File: src/rtl/button_bank.sv
// Bank of independent push-button conditioners: synchroniser, debouncer,
// press/release edge pulses, toggle flip-flop and long-press (hold) detector.
module button_bank #(
  parameter int unsigned N_CH        = 4,
  parameter int unsigned SYNC_STAGES = 2,
  parameter int unsigned DB_CYCLES   = 500000,
  parameter int unsigned HOLD_CYCLES = 50000000,
  parameter bit          INVERT      = 1'b0
) (
  input  logic            CLOCK_50,
  input  logic            RESET,
  input  logic [N_CH-1:0] in,
  input  logic [N_CH-1:0] toggle_clr,
  output logic [N_CH-1:0] level,
  output logic [N_CH-1:0] press,
  // 'release' is a reserved word, hence the suffix.
  output logic [N_CH-1:0] release_pulse,
  output logic [N_CH-1:0] toggle,
  output logic [N_CH-1:0] hold
);

  localparam int unsigned DB_W   = $clog2(DB_CYCLES + 1);
  localparam int unsigned HOLD_W = $clog2(HOLD_CYCLES + 1);

  localparam logic [DB_W-1:0]   DB_LAST   = DB_W'(DB_CYCLES - 1);
  localparam logic [HOLD_W-1:0] HOLD_LAST = HOLD_W'(HOLD_CYCLES - 1);
  localparam logic [HOLD_W-1:0] HOLD_MAX  = HOLD_W'(HOLD_CYCLES);

  // Sync flops reset to the idle raw level so reset release looks like "not pressed".
  localparam logic [SYNC_STAGES-1:0] SYNC_IDLE = {SYNC_STAGES{INVERT}};

  logic [SYNC_STAGES-1:0] sync_q     [N_CH];
  logic [SYNC_STAGES-1:0] sync_d     [N_CH];
  logic [DB_W-1:0]        db_cnt_q   [N_CH];
  logic [DB_W-1:0]        db_cnt_d   [N_CH];
  logic [HOLD_W-1:0]      hold_cnt_q [N_CH];
  logic [HOLD_W-1:0]      hold_cnt_d [N_CH];

  logic [N_CH-1:0] s;
  logic [N_CH-1:0] level_q,   level_d;
  logic [N_CH-1:0] press_q,   press_d;
  logic [N_CH-1:0] release_q, release_d;
  logic [N_CH-1:0] toggle_q,  toggle_d;
  logic [N_CH-1:0] hold_q,    hold_d;

  always_comb begin
    // NOTE: every combinational output gets a default before any branch, so no latch is inferred.
    s         = '0;
    level_d   = level_q;
    press_d   = '0;
    release_d = '0;
    toggle_d  = toggle_q;
    hold_d    = '0;
    for (int i = 0; i < N_CH; i++) begin
      sync_d[i]     = {sync_q[i][SYNC_STAGES-2:0], in[i]};
      db_cnt_d[i]   = '0;
      hold_cnt_d[i] = '0;

      s[i] = sync_q[i][SYNC_STAGES-1] ^ INVERT;

      // Any sample equal to the current level restarts the stability count.
      if (s[i] != level_q[i]) begin
        if (db_cnt_q[i] == DB_LAST) begin
          level_d[i] = s[i];
        end else begin
          db_cnt_d[i] = db_cnt_q[i] + 1'b1;
        end
      end

      // Pulses are registered alongside level so they coincide with its new value.
      press_d[i]   =  level_d[i] & ~level_q[i];
      release_d[i] = ~level_d[i] &  level_q[i];

      if (toggle_clr[i]) begin
        toggle_d[i] = 1'b0;
      end else if (press_d[i]) begin
        toggle_d[i] = ~toggle_q[i];
      end

      if (level_q[i]) begin
        hold_d[i]     = (hold_cnt_q[i] == HOLD_LAST);
        hold_cnt_d[i] = (hold_cnt_q[i] == HOLD_MAX) ? HOLD_MAX : hold_cnt_q[i] + 1'b1;
      end
    end
  end

  // NOTE: state uses non-blocking assignments so every flop samples pre-edge values.
  always_ff @(posedge CLOCK_50 or posedge RESET) begin
    if (RESET) begin
      // NOTE: counter arrays are real per-channel state, so each element is reset explicitly.
      for (int i = 0; i < N_CH; i++) begin
        sync_q[i]     <= SYNC_IDLE;
        db_cnt_q[i]   <= '0;
        hold_cnt_q[i] <= '0;
      end
      level_q   <= '0;
      press_q   <= '0;
      release_q <= '0;
      toggle_q  <= '0;
      hold_q    <= '0;
    end else begin
      for (int i = 0; i < N_CH; i++) begin
        sync_q[i]     <= sync_d[i];
        db_cnt_q[i]   <= db_cnt_d[i];
        hold_cnt_q[i] <= hold_cnt_d[i];
      end
      level_q   <= level_d;
      press_q   <= press_d;
      release_q <= release_d;
      toggle_q  <= toggle_d;
      hold_q    <= hold_d;
    end
  end

  assign level         = level_q;
  assign press         = press_q;
  assign release_pulse = release_q;
  assign toggle        = toggle_q;
  assign hold          = hold_q;

endmodule
File: config.mk
export PLATFORM = sky130hd
export DESIGN_NAME = button_bank
export DESIGN_NICKNAME = d
export VERILOG_FILES = /design/src/rtl/button_bank.sv
export SDC_FILE = /design/constraint.sdc
export NUM_CORES = 1
export LEC_CHECK = 0
export ABC_AREA = 0
export CAP_MARGIN = 40
export CELL_PAD_IN_SITES_DETAIL_PLACEMENT = 1
export CELL_PAD_IN_SITES_GLOBAL_PLACEMENT = 1
export CORE_MARGIN = 5
export CORE_UTILIZATION = 35
export CTS_BUF_LIST = sky130_fd_sc_hd__clkbuf_8
export DETAILED_ROUTE_END_ITERATION = 10
export GPL_ROUTABILITY_DRIVEN = 0
export HOLD_SLACK_MARGIN = 0.02
export PLACE_DENSITY = 0.56
export RECOVER_POWER = 100
export SETUP_SLACK_MARGIN = 0.5
export SLEW_MARGIN = 20
export SYNTH_ARGS = -nofsm -noshare
export SYNTH_HDL_FRONTEND = slang
export SYNTH_SLANG_ARGS = --single-unit
export TNS_END_PERCENT = 20
File: constraint.sdc
create_clock -name CLOCK_50 -period 8.2 [get_ports CLOCK_50]
set_input_delay 0.82 -clock CLOCK_50 [delete_from_list [all_inputs] [get_ports CLOCK_50]]
set_output_delay 0.82 -clock CLOCK_50 [all_outputs]
set_load 0.01 [all_outputs]
==> qor.yml, run 1 <==
power:
  power_frac_seq: 0.487
  irDropWorstVdd_mv: 0.124
  p_leak_nw: 4.88
  total_power_w: 0.00214
  powerDensity_nw_per_um2: 185
  switching_share: 0.225
  combPwrFrac: 0.020
  p_sw_w: 0.000480
  p_int_w: 0.00166
  p_clk_frac: 0.493
logic_synthesis:
  synth_nets: 1026
  yosysMostFrequentCell: "dfrtp_1"
  synth_area_leaders: "dfrtp_1 52%, xor2_1 7.3%, xnor2_1 7.0%"
  syn-cell-area_sq_um: 10100
  synth_ff_type: "dfrtp_1"
  seq_area_frac_synth: 0.515
  synth-seq-cells: 208
  netlist_instances: 1004
  synth_area_per_cell_sq_um: 10.1
  ys_warn_count: 0
  synth_top_area_share: 0.515
  synth_common_cells: "208 x dfrtp_1, 165 x nor2_1, 84 x xor2_1, 81 x xnor2_1, 67 x nand3_1"
  async_flop_share: 1.00
  synth_edf_count: 0
  yosys.cell_types.count: 50
  yosys.area.top_type: "dfrtp_1"
drt:
  drt_iter0_markers: 381
  drt_wl_total_um: 21600
  detail-route-antenna-nets: 0
  firstDrtPassIters: 4
  routedWlPerCell_um: 14.8
  drc: 0
  vias_per_cell: 4.91
  vias: 7174
sta:
  rsz0062_at_grt: "false"
  slew_headroom: -0.360
  hold_violations: 0
  slew_viol_final: 86
  worst_pin_slew_ps: 2030
  setup_tns_ps: 0
  period_share: 0.433
  finClkSkew_ps: 22.8
  fmax_ghz: 0.282
  whs_ps: 342
  setup_violations: 0
  fin_crit_ps: 3550
global_routing:
  grt_pass1_wl_um: 38000
  first_global_vias: 7641
  globalRoute.totalOverflow: 0
  antenna_found_initial: 0
  grt_usage: 0.135
  grt_max_degree: 89
worst_setup_path:
  worstPathArrival_ps: 3860
  worstPathMaxFanout: 42
  crit_path_end_kind: "async pin"
  max_stage_delay_ps: 1290
  critPathKind: "in2async"
  crit_slowest_cell: "clkbuf_1"
  cp_cell_sequence: "dlygate4sd3_1 -> clkinvlp_2 -> clkbuf_1"
  start_kind: "input pin"
  crit_required_ps: 8510
cts:
  cts_tree: "done"
  ctsResizeCount: 0
  clockBufferDepth: 3
  clock_sinks: 208
  cts_hold_buf: 0
  cts_setup_buffers: 0
  clkLatencyLatePin_ps: 520
  root_buffer: "clkbuf_8"
  numCtsBuffers: 40
  path_clk_slew_ps: 60
  htree_num_levels: 2
layout:
  seq_area_sq_um: 5200
  nNetsFinal: 1072
  n_antenna_cell: 0
  syn_to_final_growth_pct: 14.4
  fill_cells: 3227
  drive_gt1_frac: 0.0650
  multiInputGateArea_sq_um: 4590
run_status:
  violations: "capacitance limit, slew limit"
  status: "finished, violations left"
hold_path:
  worst_hold_path_type: "reg2reg"
floorplan:
  fp.dieH_um: 180
  start_util: 0.353
  pin_count: 30
  dieArea_sq_um: 32300
  core.rowCount: 62
  core_area_sq_um: 28600
  die_x_um: 180
placed_design:
  port_buffers: 29
  hpwl_um: 14200
job:
  cap_violations: 3
-- routing by layer --
layer  track usage  wire length, um  vias up
li1              -                -     3511
met1         0.186            10700     3564
met2         0.215             9740       65
met3        0.0277              689       34
met4        0.0390              444        0
met5             0                0        -
-- cells by family after synthesis --
group | Yosys count | synth area share
xor+xnor | 165 | 0.143
mux | 5 | 0.00545
fa+ha+maj | 12 | 0.0149
simple gates | 543 | 0.289
compound gates | 13 | 0.00805
flops | 208 | 0.515
buf+inv | 58 | 0.0242
-- stage by stage --
| step | instance area (sq um) | util | cells | setup WS [ps] |
|---|---|---|---|---|
| detailed placement | 10800 | 0.378 | 1392 | 5810 |
| floorplan | 10100 | - | 1004 | 1700 |
| global placement | 10800 | 0.376 | 1390 | 5000 |
| finish | 11600 | 0.404 | 1461 | 4650 |
| CTS | 11600 | 0.407 | 1461 | 5390 |
| global route | 11600 | 0.404 | 1461 | 4030 |
-- registers in the layout (all words and copies together), names as in the netlist --
| register | cells |
|---|---|
| s | 4 |
| toggle | 4 |
| release_pulse | 4 |
| hold_cnt_q | 104 |
| hold | 4 |
| level | 4 |
| press | 4 |
| sync_d | 4 |
| db_cnt_q | 76 |
-- power by group through the flow --
stage	Clock (W)	Sequential [W]	Combinational, W
2_1_floorplan	0	0.00106	0.0000289
3_3_place_gp	0	0.00106	0.0000436
3_5_place_dp	0	0.00106	0.0000476
4_1_cts	0.00111	0.00104	0.0000473
5_1_grt	0.00115	0.00104	0.0000518
6_report	0.00105	0.00104	0.0000431
-- area by class of cell --
cell class,instances,area share
timing repair buffer,35,0.0312
tap,384,0.0416
multi-input combinational,738,0.397
sequential,208,0.450
inverter,27,0.00888
clock buffer,50,0.0596
clock inverter,19,0.0114
-- placed cells by master (no fill, tap or decap), types with 4 or more instances in the layout --
master / Yosys / final
and2_0: 0 / 30
and2_1: 48 / 18
and3_1: 30 / 30
and4_1: 17 / 17
clkbuf_1: 20 / 4
clkbuf_8: 0 / 50
clkdlybuf4s50_1: 0 / 4
clkinv_2: 0 / 6
dfrtp_1: 208 / 208
dlygate4sd3_1: 0 / 25
ha_1: 12 / 12
inv_1: 27 / 37
mux2_2: 4 / 4
nand2_1: 56 / 56
nand2b_1: 5 / 5
nand3_1: 67 / 68
nand4_1: 52 / 53
nand4b_1: 4 / 4
nor2_1: 165 / 165
nor2b_1: 4 / 4
nor3_1: 25 / 30
nor3b_1: 7 / 7
nor4_1: 17 / 19
nor4b_1: 15 / 16
o21ai_0: 6 / 7
or3_1: 4 / 4
xnor2_1: 81 / 81
xor2_1: 84 / 84
-- worst max-delay path: cells and delay by family --
family | cells | cell delay, ps
buffers and inverters | 3 | 3010
-- final timing paths --
path                                start        endpoint  slack, ps  cells past startpoint
setup / recovery                    RESET    db_cnt_q[50]       4650                      3
hold / removal                  sync_d[7]            s[0]        340                      0
setup reg to reg           hold_cnt_q[70]  hold_cnt_q[63]       5140                      5
hold reg to reg                 sync_d[7]            s[0]        340                      0
max in group CLOCK_50      hold_cnt_q[70]  hold_cnt_q[63]       5140                      5
min in group asynchronous           RESET  hold_cnt_q[36]       1290                      2
Power figures use the tool's default switching activity.
==> inputs of run 2 (changes only) <==
- PLACE_DENSITY: 0.56 -> 0.58
- clock period: 8.2 -> 3.2 ns (I/O delays scaled with it)
==> qor.yml, run 2 (same netlist as run 1, synthesis figures left out) <==
drt:
  vias: 7145
  wl_met1_um: 10600
  drt_iter0_markers: 298
  detail-route-antenna-nets: 0
  vias_per_cell: 4.87
  drc: 0
  wl_met3_um: 779
  firstDrtPassIters: 4
  wl_met2_um: 9660
  routed.top_layer: "met4"
  drt_wl_total_um: 21400
  routedWlPerCell_um: 14.6
floorplan:
  fp.dieH_um: 180
  start_util: 0.353
  core.rowCount: 62
  pin_count: 30
  dieArea_sq_um: 32300
  die_x_um: 180
  core_area_sq_um: 28600
worst_setup_path:
  cp_cell_sequence: "or4b_1 -> nor4_1 -> nand4_1 -> o21ai_1 -> nor2_1"
  crit_path_end_kind: "flop"
  critPathKind: "reg2reg"
  crit_required_ps: 3560
  crit_family: "simple AND/OR/NAND/NOR gates"
  crit_slowest_cell: "o21ai_1"
  start_kind: "flop"
  worstPathArrival_ps: 2830
  worstPathMaxFanout: 14
  max_stage_delay_ps: 840
  rrSetupSlack_ps: 730
  path_buf_inv: 0
cts:
  clkLatencyLatePin_ps: 530
  cts_tree: "done"
  cts_hold_buf: 0
  path_clk_slew_ps: 60
  root_buffer: "clkbuf_8"
  htree_num_levels: 2
  clockBufferDepth: 3
  ctsResizeCount: 0
  cts_setup_buffers: 0
  clock_sinks: 208
  numCtsBuffers: 41
power:
  power_frac_seq: 0.473
  combPwrFrac: 0.019
  p_clk_frac: 0.508
  total_power_w: 0.00563
  switching_share: 0.218
  p_sw_w: 0.00123
  irDropWorstVdd_mv: 0.361
  p_leak_nw: 4.90
  p_int_w: 0.00441
  powerDensity_nw_per_um2: 485
layout:
  syn_to_final_growth_pct: 15.1
  reg_top3: "hold_cnt_q x104, db_cnt_q x76"
  layout_commonest_cell: "dfrtp_1"
  regMostFlops: "hold_cnt_q"
  fin_util: 0.406
  fin_area_sq_um: 11600
  layout_common_cells: "208 x dfrtp_1, 165 x nor2_1, 84 x xor2_1, 81 x xnor2_1, 68 x nand3_1"
  largest_reg_flops: 104
  n_antenna_cell: 0
  fill_cells: 3211
  nNetsFinal: 1076
  drive_gt1_frac: 0.0712
hold_path:
  worst_hold_path_type: "in2reg"
placed_design:
  hpwl_um: 14300
  dpl-instance-area_sq_um: 10800
  port_buffers: 29
global_routing:
  antenna_found_initial: 0
  globalRoute.totalOverflow: 0
  grt_max_degree: 57
  grt_pass1_wl_um: 38000
  grt_usage: 0.134
  first_global_vias: 7701
sta:
  rsz0062_at_grt: "false"
  setup_tns_ps: 0
  hold_violations: 0
  finClkSkew_ps: 19.1
  slew_headroom: 0.0757
  period_share: 0.771
  setup_violations: 0
  fin_crit_ps: 2470
  slew_viol_final: 0
  fmax_ghz: 0.405
  worst_pin_slew_ps: 1390
run_status:
  status: "complete, no violations"
job:
  cap_violations: 0
-- run 2: changes by cell type in the layout (fill, tap and decap cells not counted), sizes merged --
cell      previous run  this run
clkbuf              54        64
inv                 37        34
clkinvlp             1         2
clkinv               6         3
-- run 2: worst paths after layout --
| kind | from | endpoint | cells past startpoint |
|---|---|---|---|
| setup / recovery | hold_cnt_q[70] | hold_cnt_q[55] | 5 |
| min in group asynchronous | RESET | hold[1] | 2 |
| setup reg to reg | hold_cnt_q[70] | hold_cnt_q[55] | 5 |
| hold / removal | toggle_clr[1] | toggle[1] | 2 |
| hold reg to reg | sync_d[7] | s[0] | 0 |
| max in group asynchronous | RESET | hold_cnt_q[28] | 3 |
-- run 2: final cells by class --
cell class,count,area (sq um),area share
Inverter,27,103,0.00883
Clock inverter,14,113,0.00969
Tap cell,384,480,0.0414
Clock buffer,57,785,0.0675
Timing Repair Buffer,38,347,0.0298
Multi-Input combinational cell,738,4590,0.395
Sequential cell,208,5200,0.448
-- run 2: power by group through the flow --
stage	clock network, W	logic, W	registers, W
global route	0.00313	0.000129	0.00267
finish	0.00286	0.000107	0.00267
global placement	0	0.000122	0.00271
CTS	0.00301	0.000123	0.00267
floorplan	0	0.0000745	0.00271
detailed placement	0	0.000123	0.00271
-- run 2: per-layer routing --
metal,GRT usage,up-vias
li1,-,3511
met1,0.184,3527
met2,0.217,66
met3,0.0301,41
met4,0.0366,0
met5,0,-
-- run 2: stage by stage --
stage | std cells | setup WS (ps) | hold slack [ps]
6_report | 1466 | 731 | 331
5_1_grt | 1466 | 339 | 290
4_1_cts | 1466 | 860 | 196
3_5_place_dp | 1395 | 870 | 347
3_3_place_gp | 1395 | 997 | 334
2_1_floorplan | 1004 | 180 | 331
==> inputs of run 3 (changes only) <==
- PLACE_DENSITY: 0.58 -> 0.56
- clock period: 3.2 -> 2.5 ns (I/O delays scaled with it)
==> qor.yml, run 3 (same netlist as run 1, synthesis figures left out) <==
placed_design:
  hpwl_um: 15200
  port_buffers: 29
  place_inst: 1415
  post-place-ws_ps: 339
drt:
  vias_per_cell: 4.90
  firstDrtPassIters: 4
  drc: 0
  drt_iter0_markers: 371
  detail-route-antenna-nets: 0
  routedWlPerCell_um: 15.2
  drt_wl_total_um: 22600
  vias: 7292
worst_setup_path:
  critPathKind: "reg2out"
  crit_slowest_cell: "clkdlybuf4s50_1"
  worstPathMaxFanout: 15
  path_buf_inv: 2
  max_stage_delay_ps: 600
  cp_cell_sequence: "clkbuf_2 -> clkdlybuf4s50_1"
  crit_path_end_kind: "output pin"
  start_kind: "flop"
  worstPathArrival_ps: 1810
  crit_required_ps: 2250
  crit_family: "buffers and inverters"
layout:
  layout_commonest_cell: "dfrtp_1"
  reg_top3: "hold_cnt_q x104, db_cnt_q x76"
  layout.cells.non_filler: 1487
  drive_gt1_frac: 0.0843
  nNetsFinal: 1102
  layout_common_cells: "207 x dfrtp_1, 165 x nor2_1, 84 x xor2_1, 81 x xnor2_1, 68 x nand3_1"
  regMostFlops: "hold_cnt_q"
  largest_reg_flops: 104
  syn_to_final_growth_pct: 15.2
  n_antenna_cell: 0
sta:
  rsz0062_at_grt: "true"
  setup_violations: 0
  worst_slack_ps: 441
  fmax_ghz: 0.486
  slew_viol_final: 0
  finClkSkew_ps: 18.9
  worst_pin_slew_ps: 1220
  setup_tns_ps: 0
  slew_headroom: 0.187
  period_share: 0.824
  whs_ps: 229
  fin_crit_ps: 2060
  hold_violations: 0
cts:
  htree_num_levels: 2
  numCtsBuffers: 40
  clock_sinks: 208
  cts_tree: "done"
  clockBufferDepth: 3
  clkLatencyLatePin_ps: 530
  path_clk_slew_ps: 60
  root_buffer: "clkbuf_8"
hold_path:
  worst_hold_path_type: "in2async"
floorplan:
  core.rowCount: 62
  start_util: 0.353
  pin_count: 30
  die_x_um: 180
  core_area_sq_um: 28600
  dieArea_sq_um: 32300
  fp.dieH_um: 180
global_routing:
  antenna_found_initial: 0
  grt_pass1_wl_um: 39700
  grt_usage: 0.143
  first_global_vias: 7883
  grt_max_degree: 49
  globalRoute.totalOverflow: 0
power:
  irDropWorstVdd_mv: 0.318
  total_power_w: 0.00677
  p_leak_nw: 4.93
  powerDensity_nw_per_um2: 581
run_status:
  status: "complete, no violations"
job:
  cap_violations: 0
run 3: timing repair:
item                                    4_1_cts  5_1_grt
gates resized for setup                       6        5
hold buffers                                  0        0
endpoints found under the setup margin       28       79
buffers inserted                              1        6
pin swaps                                     0        1
run 3: layer usage:
metal / GRT usage / share of wire
met1: 0.194 / 0.48
met2: 0.235 / 0.47
met3: 0.0261 / 0.028
met4: 0.0448 / 0.024
met5: 0 / 0
run 3: worst reg2reg max path, cell delays in order (launching register included):
cell	delay [ps]
dfrtp_1	390
ha_1	220
and3_1	310
nand4_1	210
nor3_1	300
or2_4	220
buf_4	190
nor2_1	70
run 3: area by class of cell:
class / instances / area (sq um)
fillers: 3234 / 17000
flip-flops and latches: 208 / 5210
multi-input cells: 738 / 4600
clock buffers: 50 / 688
repair buffers: 65 / 493
well taps: 384 / 480
inverters: 27 / 103
clock inverters: 15 / 65.1
run 3: final timing paths:
path,endpoint,slack (ps),depth (start not counted),from
min in group CLOCK_50,toggle[1],250,2,toggle_clr[1]
max,level[1],440,2,level[1]
max reg2reg,db_cnt_q[45],480,7,db_cnt_q[38]
max in group asynchronous,hold_cnt_q[11],700,3,RESET
min reg2reg,s[2],350,0,sync_d[3]
min,hold_cnt_q[37],230,2,RESET
run 3: power by group:
group,internal (W),leakage [nW],switching [W]
Combinational,0.0000387,1.62,0.000105
Sequential,0.00339,2.88,0.0000206
Clock,0.00178,0.429,0.00143
run 3: through the flow:
| step | cell area, sq um | util |
|---|---|---|
| 2_1_floorplan | 10100 | - |
| 3_3_place_gp | 11000 | 0.384 |
| 3_5_place_dp | 11000 | 0.384 |
| 4_1_cts | 11800 | 0.411 |
| 5_1_grt | 11600 | 0.407 |
| 6_report | 11600 | 0.407 |
